==> src/rtl/opmux_pkg.sv <==
// Shared constants and select-width derivation for the operand mux pipeline.
package opmux_pkg;

    localparam int DEFAULT_WIDTH = 32;
    localparam int DEFAULT_N_IN  = 4;

    // Select width is never allowed to collapse to zero bits.
    function automatic int sel_width(input int n_in);
        return (n_in <= 2) ? 1 : $clog2(n_in);
    endfunction

endpackage

==> src/rtl/mux_n.sv <==
// Combinational N-way word selector; an out-of-range select yields all-zero data.
module mux_n
    import opmux_pkg::*;
#(
    parameter int  WIDTH = DEFAULT_WIDTH,
    parameter int  N_IN  = DEFAULT_N_IN,
    localparam int SEL_W = sel_width(N_IN)
) (
    input  logic [N_IN*WIDTH-1:0] data,
    input  logic [SEL_W-1:0]      sel,
    output logic [WIDTH-1:0]      out,
    output logic                  out_of_range
);

    always_comb begin
        // NOTE: defaults first so every path assigns both outputs and no latch is inferred.
        out          = '0;
        out_of_range = 1'b1;
        for (int k = 0; k < N_IN; k++) begin
            if (sel == SEL_W'(k)) begin
                out          = data[k*WIDTH +: WIDTH];
                out_of_range = 1'b0;
            end
        end
    end

endmodule

==> src/rtl/operand_mux_pipe.sv <==
// Registered operand selector with valid/ready handshake, flush and sticky select error.
// Define OPMUX_SKID_EN for a 2-entry skid buffer with registered in_ready_o.
module operand_mux_pipe
    import opmux_pkg::*;
#(
    parameter int  WIDTH = DEFAULT_WIDTH,
    parameter int  N_IN  = DEFAULT_N_IN,
    localparam int SEL_W = sel_width(N_IN)
) (
    input  logic                  clk_i,
    input  logic                  rst_i,
    input  logic [N_IN*WIDTH-1:0] in_data_i,
    input  logic [SEL_W-1:0]      sel_i,
    input  logic                  in_valid_i,
    output logic                  in_ready_o,
    input  logic                  flush_i,
    output logic [WIDTH-1:0]      out_data_o,
    output logic [SEL_W-1:0]      out_sel_o,
    output logic                  out_valid_o,
    input  logic                  out_ready_i,
    output logic                  sel_err_o
);

    logic [WIDTH-1:0] mux_data;
    logic             mux_err;
    logic             accept;
    logic             out_free;

    mux_n #(
        .WIDTH (WIDTH),
        .N_IN  (N_IN)
    ) u_mux (
        .data         (in_data_i),
        .sel          (sel_i),
        .out          (mux_data),
        .out_of_range (mux_err)
    );

    assign out_free = !out_valid_o || out_ready_i;
    assign accept   = in_valid_i && in_ready_o;

    // A flushed input is never stored, so it cannot raise the error flag either.
    always_ff @(posedge clk_i) begin
        // NOTE: non-blocking assignments for all state so every register samples pre-edge values.
        if (rst_i) begin
            sel_err_o <= 1'b0;
        end else if (accept && !flush_i && mux_err) begin
            sel_err_o <= 1'b1;
        end
    end

`ifdef OPMUX_SKID_EN
    logic             skid_valid;
    logic [WIDTH-1:0] skid_data;
    logic [SEL_W-1:0] skid_sel;

    // Only registered state feeds in_ready_o; out_ready_i never reaches it.
    assign in_ready_o = !skid_valid && !rst_i;

    always_ff @(posedge clk_i) begin
        if (rst_i) begin
            out_valid_o <= 1'b0;
            out_data_o  <= '0;
            out_sel_o   <= '0;
            skid_valid  <= 1'b0;
        end else if (flush_i) begin
            out_valid_o <= 1'b0;
            skid_valid  <= 1'b0;
        end else if (out_free) begin
            if (skid_valid) begin
                out_valid_o <= 1'b1;
                out_data_o  <= skid_data;
                out_sel_o   <= skid_sel;
                skid_valid  <= 1'b0;
            end else if (accept) begin
                out_valid_o <= 1'b1;
                out_data_o  <= mux_data;
                out_sel_o   <= sel_i;
            end else begin
                out_valid_o <= 1'b0;
            end
        end else if (accept) begin
            skid_valid <= 1'b1;
        end
    end

    // NOTE: payload registers carry no reset; skid_valid alone decides whether they mean anything.
    always_ff @(posedge clk_i) begin
        if (accept && !out_free) begin
            skid_data <= mux_data;
            skid_sel  <= sel_i;
        end
    end
`else
    assign in_ready_o = out_free && !rst_i;

    always_ff @(posedge clk_i) begin
        if (rst_i) begin
            out_valid_o <= 1'b0;
            out_data_o  <= '0;
            out_sel_o   <= '0;
        end else if (flush_i) begin
            out_valid_o <= 1'b0;
        end else if (accept) begin
            out_valid_o <= 1'b1;
            out_data_o  <= mux_data;
            out_sel_o   <= sel_i;
        end else if (out_ready_i) begin
            out_valid_o <= 1'b0;
        end
    end
`endif

endmodule

==> config.mk <==
export PLATFORM = sky130hd
export DESIGN_NAME = operand_mux_pipe
export DESIGN_NICKNAME = d
export VERILOG_FILES = /design/src/rtl/opmux_pkg.sv /design/src/rtl/mux_n.sv /design/src/rtl/operand_mux_pipe.sv
export SDC_FILE = /design/constraint.sdc
export NUM_CORES = 1
export LEC_CHECK = 0
export ABC_CLOCK_PERIOD_IN_PS = 1200
export BUFFER_PORTS_ARGS = -buffer_cell sky130_fd_sc_hd__buf_2
export CAP_MARGIN = 20
export CORE_MARGIN = 3
export CORE_UTILIZATION = 34
export DETAILED_ROUTE_END_ITERATION = 12
export PLACE_DENSITY = 0.77
export SYNTH_ARGS = -nofsm -noshare
export SYNTH_HDL_FRONTEND = slang
export SYNTH_SLANG_ARGS = --single-unit
==> constraint.sdc <==
create_clock -name clk_i -period 1.2 [get_ports clk_i]
set_input_delay 0.12 -clock clk_i [delete_from_list [all_inputs] [get_ports clk_i]]
set_output_delay 0.12 -clock clk_i [all_outputs]
set_load 0.02 [all_outputs]
=== Word-level counts from Yosys, hierarchy flattened ===
Cells that the tools add are included.

* Flip-flop bits (word level): 36
* Bits in latches: 0
* RAM bits: 0
* ROM bits: 0
* Input port bits: 135
* Output and inout port bits: 37
* Word-level logic and storage cells: 30
* Memories kept: 0

* $add $sub $neg: 0
* Multiply operators: 0
* Div/mod/pow operators: 0
* $lt $le $gt $ge: 0
* Equal/unequal tests: 3
* Shift operators: 0
* Multiplexer cells: 10
* Bitwise gates (word level): 1
* Reductions and logical operators: 12

{| class="wikitable"
|+ Operator list
! operator !! number
|-
| 2-to-1 mux 32 bit || 4
|-
| 2-to-1 mux 1 bit || 6
|-
| equality test 2 bit, second input constant || 2
|-
| logical AND 1 bit || 4
|-
| zero test 1 bit || 3
|-
| equality test 2 x 1 -> 1 bit, second input constant || 1
|-
| zero test 2 bit || 1
|-
| AND reduction 2 bit || 1
|-
| nonzero test 2 bit || 1
|-
| OR reduction 2 bit || 1
|-
| logical OR 1 bit || 1
|-
| NOT 1 bit || 1
|}

=== Logic depth before layout (Yosys ltp) ===
* Word-level depth: 6
* Mapped depth: 4
* Mapped depth without buffers: 3

=== Hierarchy ===
Synthesis repeated with hierarchy kept, for this count alone.

* Cells, all modules: 207
* Area total of the unflattened synthesis: 2329.7 um2

{| class="wikitable"
|+ Modules (own cells, without submodules)
! module !! times used !! cells an instance !! area an instance (um2) !! seq. area each (um2)
|-
| operand_mux_pipe || 1 || 166 || 1503.9 || 720.7
|-
| mux_n || 1 || 41 || 825.8 || 0.0
|}

=== Worst setup path before layout ===
OpenSTA, ideal clock, no wires.

* Kind: reg2reg
* From: register out_valid_o
* To: register out_data_o[8]
* Setup time: 117 ps
* Arrival time: 1219 ps
* Slack: -136 ps
* Cell stages (with the launch flop): 5
* Path buffers: 1
* Period minus slack after synthesis: 1336 ps
* Path through: dfxtp_1 nor2b_1 nor3_4 buf_2 a22o_1

* Cells in the longest elaborated chain, start to end: 5

{| class="wikitable"
|+ RTL lines
! element !! RTL line !! RTL
|-
| start: declaration || operand_mux_pipe.sv:19 || <nowiki>output logic out_valid_o,</nowiki>
|-
| start signal: assignment || operand_mux_pipe.sv:99 || <nowiki>out_valid_o <= 1'b0;</nowiki>
|-
| start signal: assignment || operand_mux_pipe.sv:103 || <nowiki>out_valid_o <= 1'b0;</nowiki>
|-
| start signal: assignment || operand_mux_pipe.sv:105 || <nowiki>out_valid_o <= 1'b1;</nowiki>
|-
| zero test 1 bit || operand_mux_pipe.sv:39 || <nowiki>assign out_free = !out_valid_o || out_ready_i;</nowiki>
|-
| logical OR 1 bit || operand_mux_pipe.sv:39 ||
|-
| logical AND 1 bit || operand_mux_pipe.sv:95 || <nowiki>assign in_ready_o = out_free && !rst_i;</nowiki>
|-
| logical AND 1 bit || operand_mux_pipe.sv:40 || <nowiki>assign accept = in_valid_i && in_ready_o;</nowiki>
|-
| AND reduction 2 bit (no line) || n/a ||
|-
| end signal: assignment || operand_mux_pipe.sv:106 || <nowiki>out_data_o <= mux_data;</nowiki>
|-
| end: declaration || operand_mux_pipe.sv:17 || <nowiki>output logic [WIDTH-1:0] out_data_o,</nowiki>
|}

Every way passes these cells.
A chain may end at the register's enable or synchronous reset.

=== Final worst setup path ===
* From: register out_valid_o
* To: register out_data_o[0]

Same word-level chain as after synthesis.

==> impl_metrics.py <==
metrics = {
    "logic_synthesis": {
        "ys_ff_latch": 36,
        "synth_cell_types": 17,
        "avgSynthCellArea_um2": 14.7,
        "syn-cell-area_um2": 1930,
        "ys_seq_area_share_pct": 37.3,
        "syn_nets": 266,
        "synthCells": 131,
        "ys.warnings.count": 0,
    },
    "critical_path": {
        "r2r-end": "out_data_o[0]$_SDFFE_PP0P_",
        "crit_type": "reg2reg",
        "worstPathMaxFanout": 20,
        "cp-end-kind": "flip-flop",
        "slowest_stage": "dfxtp_2",
        "worstSetupStartpointType": "flip-flop",
        "crit_path_end": "out_data_o[0]$_SDFFE_PP0P_",
        "startpoint": "out_valid_o$_SDFFE_PP0P_",
        "cp_slowest_stage_delay_ns": 0.32,
        "ff2ff_setup_slack_ns": 0.04,
        "r2r_cells": 5,
        "cp_cell_sequence": "nor2b_4, buf_4, nor3_4, buf_8, a22o_1",
        "critPathRequiredTime_ns": 1.42,
        "r2r_start": "out_valid_o$_SDFFE_PP0P_",
        "cp.arrival_ns": 1.39,
    },
    "final_layout": {
        "finalNonFillerCells": 383,
        "syn2layout_area_growth_pct": 63.3,
        "diodes": 0,
        "final_cell_mix": "170 x buf_2, 35 x dfxtp_1, 32 x a22o_1, 29 x mux4_2, 8 x buf_4",
        "layout-drive-gt1-share_pct": 73.8,
        "fill_cells": 453,
        "nNetsFinal": 447,
        "final_common_cell": "buf_2",
        "finalInstanceArea_um2": 3160,
    },
    "floorplan": {
        "die_h_um": 81.4,
        "io_pins": 172,
        "initial_utilization_pct": 36.4,
        "num_rows": 26,
        "core_area_um2": 5300,
        "die-area_um2": 6620,
        "die_w_um": 81.4,
    },
    "power": {
        "irDropWorstVdd_mv": 0.472,
        "power.density_nw_per_um2": 1010,
        "leakagePower_nw": 1.56,
    },
    "run_status": {
        "outcome": "completed",
    },
    "place": {
        "dp.cells": 373,
        "dp_hpwl_um": 5000,
        "port_buffers": 171,
        "dpl_cell_area_um2": 3000,
        "gp_congestion": 0.706,
    },
    "clock_tree": {
        "cts_made_buffers": 5,
        "clkLatencyLatePin_ns": 0.29,
        "cts_hold_buf": 0,
        "cts_tree": "built",
        "clockRootBuffer": "clkbuf_8",
        "clockBufferDepth": 2,
        "htreeDepth": 2,
        "path_clk_slew_ns": 0.07,
        "cts.sink_count": 36,
    },
    "routing": {
        "remaining_drc_errors": 0,
        "ant_nets": 0,
        "met2_length_um": 3290,
        "viasPerCell": 5.09,
        "met1_length_um": 2200,
        "wirelength_um": 6100,
        "met3_wirelength_um": 582,
        "top_layer": "met4",
        "drt-initial-drc-count": 39,
        "dr.pass1.iters": 4,
        "wire_per_inst_um": 15.9,
        "dr_total_vias": 1951,
    },
    "timing": {
        "min_period_ns": 1.16,
        "setup_violations": 0,
        "max_slew_margin_pct": 84.7,
        "fin_crit_sh_pct": 96.9,
        "max_freq_ghz": 0.860,
        "tightest_slew_ns": 0.227,
        "final-hold-violation-count": 0,
        "rsz0062_at_grt": "true",
        "slew_violations": 0,
        "clock_skew_ns": 0.00554,
    },
    "grt": {
        "grt_usage_pct": 17.8,
        "grt-ovfl-total": 0,
        "grt_pass1_wl_um": 8860,
        "grt_start_max_net_pins": 21,
        "grt_pass1_vias": 1916,
        "antenna_found_initial": 0,
    },
    "worst_hold_path": {
        "min_from": "rst_i",
        "hold_class": "in2reg",
    },
    "job": {
        "drv_cap": 0,
    },
}
## layout make-up
class | count | area (um^2) | share of cell area (%)
Multi-Input combinational cell | 79 | 1150 | 36.4
Sequential cell | 36 | 722 | 22.9
Tap cell | 70 | 87.6 | 2.78
Inverter | 2 | 7.51 | 0.238
Clock buffer | 5 | 68.8 | 2.18
Clock inverter | 3 | 42.5 | 1.35
Timing Repair Buffer | 188 | 1080 | 34.2
## worst min path at each step
stage	endpoint	slack, ns	cells after the start
2_1_floorplan	out_sel_o[0]$_SDFFE_PP0P_	0.19	1
3_3_place_gp	out_sel_o[0]$_SDFFE_PP0P_	0.45	3
3_5_place_dp	sel_err_o$_SDFFE_PP0P_	0.45	3
4_1_cts	out_sel_o[0]$_SDFFE_PP0P_	0.15	3
5_1_grt	sel_err_o$_SDFFE_PP0P_	0.18	3
6_report	out_sel_o[0]$_SDFFE_PP0P_	0.17	3
## metrics by stage
| stage | hold slack [ns] | setup slack (ns) | util (%) | setup TNS, ns | power [mW] |
|---|---|---|---|---|---|
| 4_1_cts | 0.146 | 0.00129 | 59.2 | 0 | 3.22 |
| 5_1_grt | 0.183 | -0.0254 | 59.5 | -0.135 | 3.34 |
| 2_1_floorplan | 0.189 | 0.0254 | - | 0 | 1.76 |
| 6_report | 0.172 | 0.0368 | 59.5 | 0 | 3.17 |
| 3_3_place_gp | 0.449 | -0.535 | 56.3 | -16.02 | 2.12 |
| 3_5_place_dp | 0.453 | -0.241 | 56.6 | -5.75 | 2.14 |
## registers in the layout, indices dropped and copies added (netlist names)
signal,cells
out_sel_o,2
out_data_o,32
sel_err_o,1
out_valid_o,1
## logic make-up (layout without fill, tap and decap cells)
group                  after synthesis  in the layout  share of synthesized area (%)
buffers and inverters               16            198                           5.25
DFF                                 36             36                           37.3
AOI/OAI and AO/OA                   38             38                           16.4
and+or+nand+nor                      9              9                           3.17
muxes                               32             32                           37.9
## synth_stat cells
| library cell | n | area (um^2) |
|---|---|---|
| a31oi_1 | 1 | 6.26 |
| nor2_1 | 2 | 7.51 |
| o31ai_1 | 2 | 15.0 |
| buf_6 | 4 | 45.0 |
| nand2b_1 | 1 | 6.26 |
| a22o_1 | 32 | 280 |
| or2_1 | 1 | 6.26 |
| inv_1 | 2 | 7.51 |
| nor3_4 | 1 | 16.3 |
| nor2b_1 | 2 | 12.5 |
| clkbuf_1 | 1 | 3.75 |
| nand4_1 | 2 | 12.5 |
| buf_2 | 9 | 45.0 |
| mux4_2 | 29 | 653 |
| a21oi_1 | 3 | 15.0 |
| dfxtp_1 | 36 | 721 |
| mux4_1 | 3 | 78.8 |
## where the power goes
part           switching (mW)  internal, mW  leakage (nW)
Combinational           0.341         0.487          1.21
Sequential             0.0336          1.26         0.294
Clock                   0.434         0.615        0.0541
Total                   0.808          2.36          1.56
## repair_timing
| item | 4_1_cts | 5_1_grt |
|---|---|---|
| endpoints found under the hold margin | 0 | 0 |
| gates resized for setup | 3 | 4 |
| setup endpoints to repair | 33 | 16 |
| pin swaps | 2 | 2 |
| buffers inserted | 2 | 0 |
## routing by layer
layer	vias to the layer above	track usage, %
li1	920	-
met4	0	4.05
met1	926	20.2
met5	-	0
met3	2	4.32
met2	103	33.3
## critical path: cells and delay by family, from the launching register on
kind            cells  cell delay [ns]
compound gates      1             0.14
simple gates        2             0.30
buf+inv             2             0.33
flops               1             0.32
Note: power is estimated with default switching activity, not from simulation.
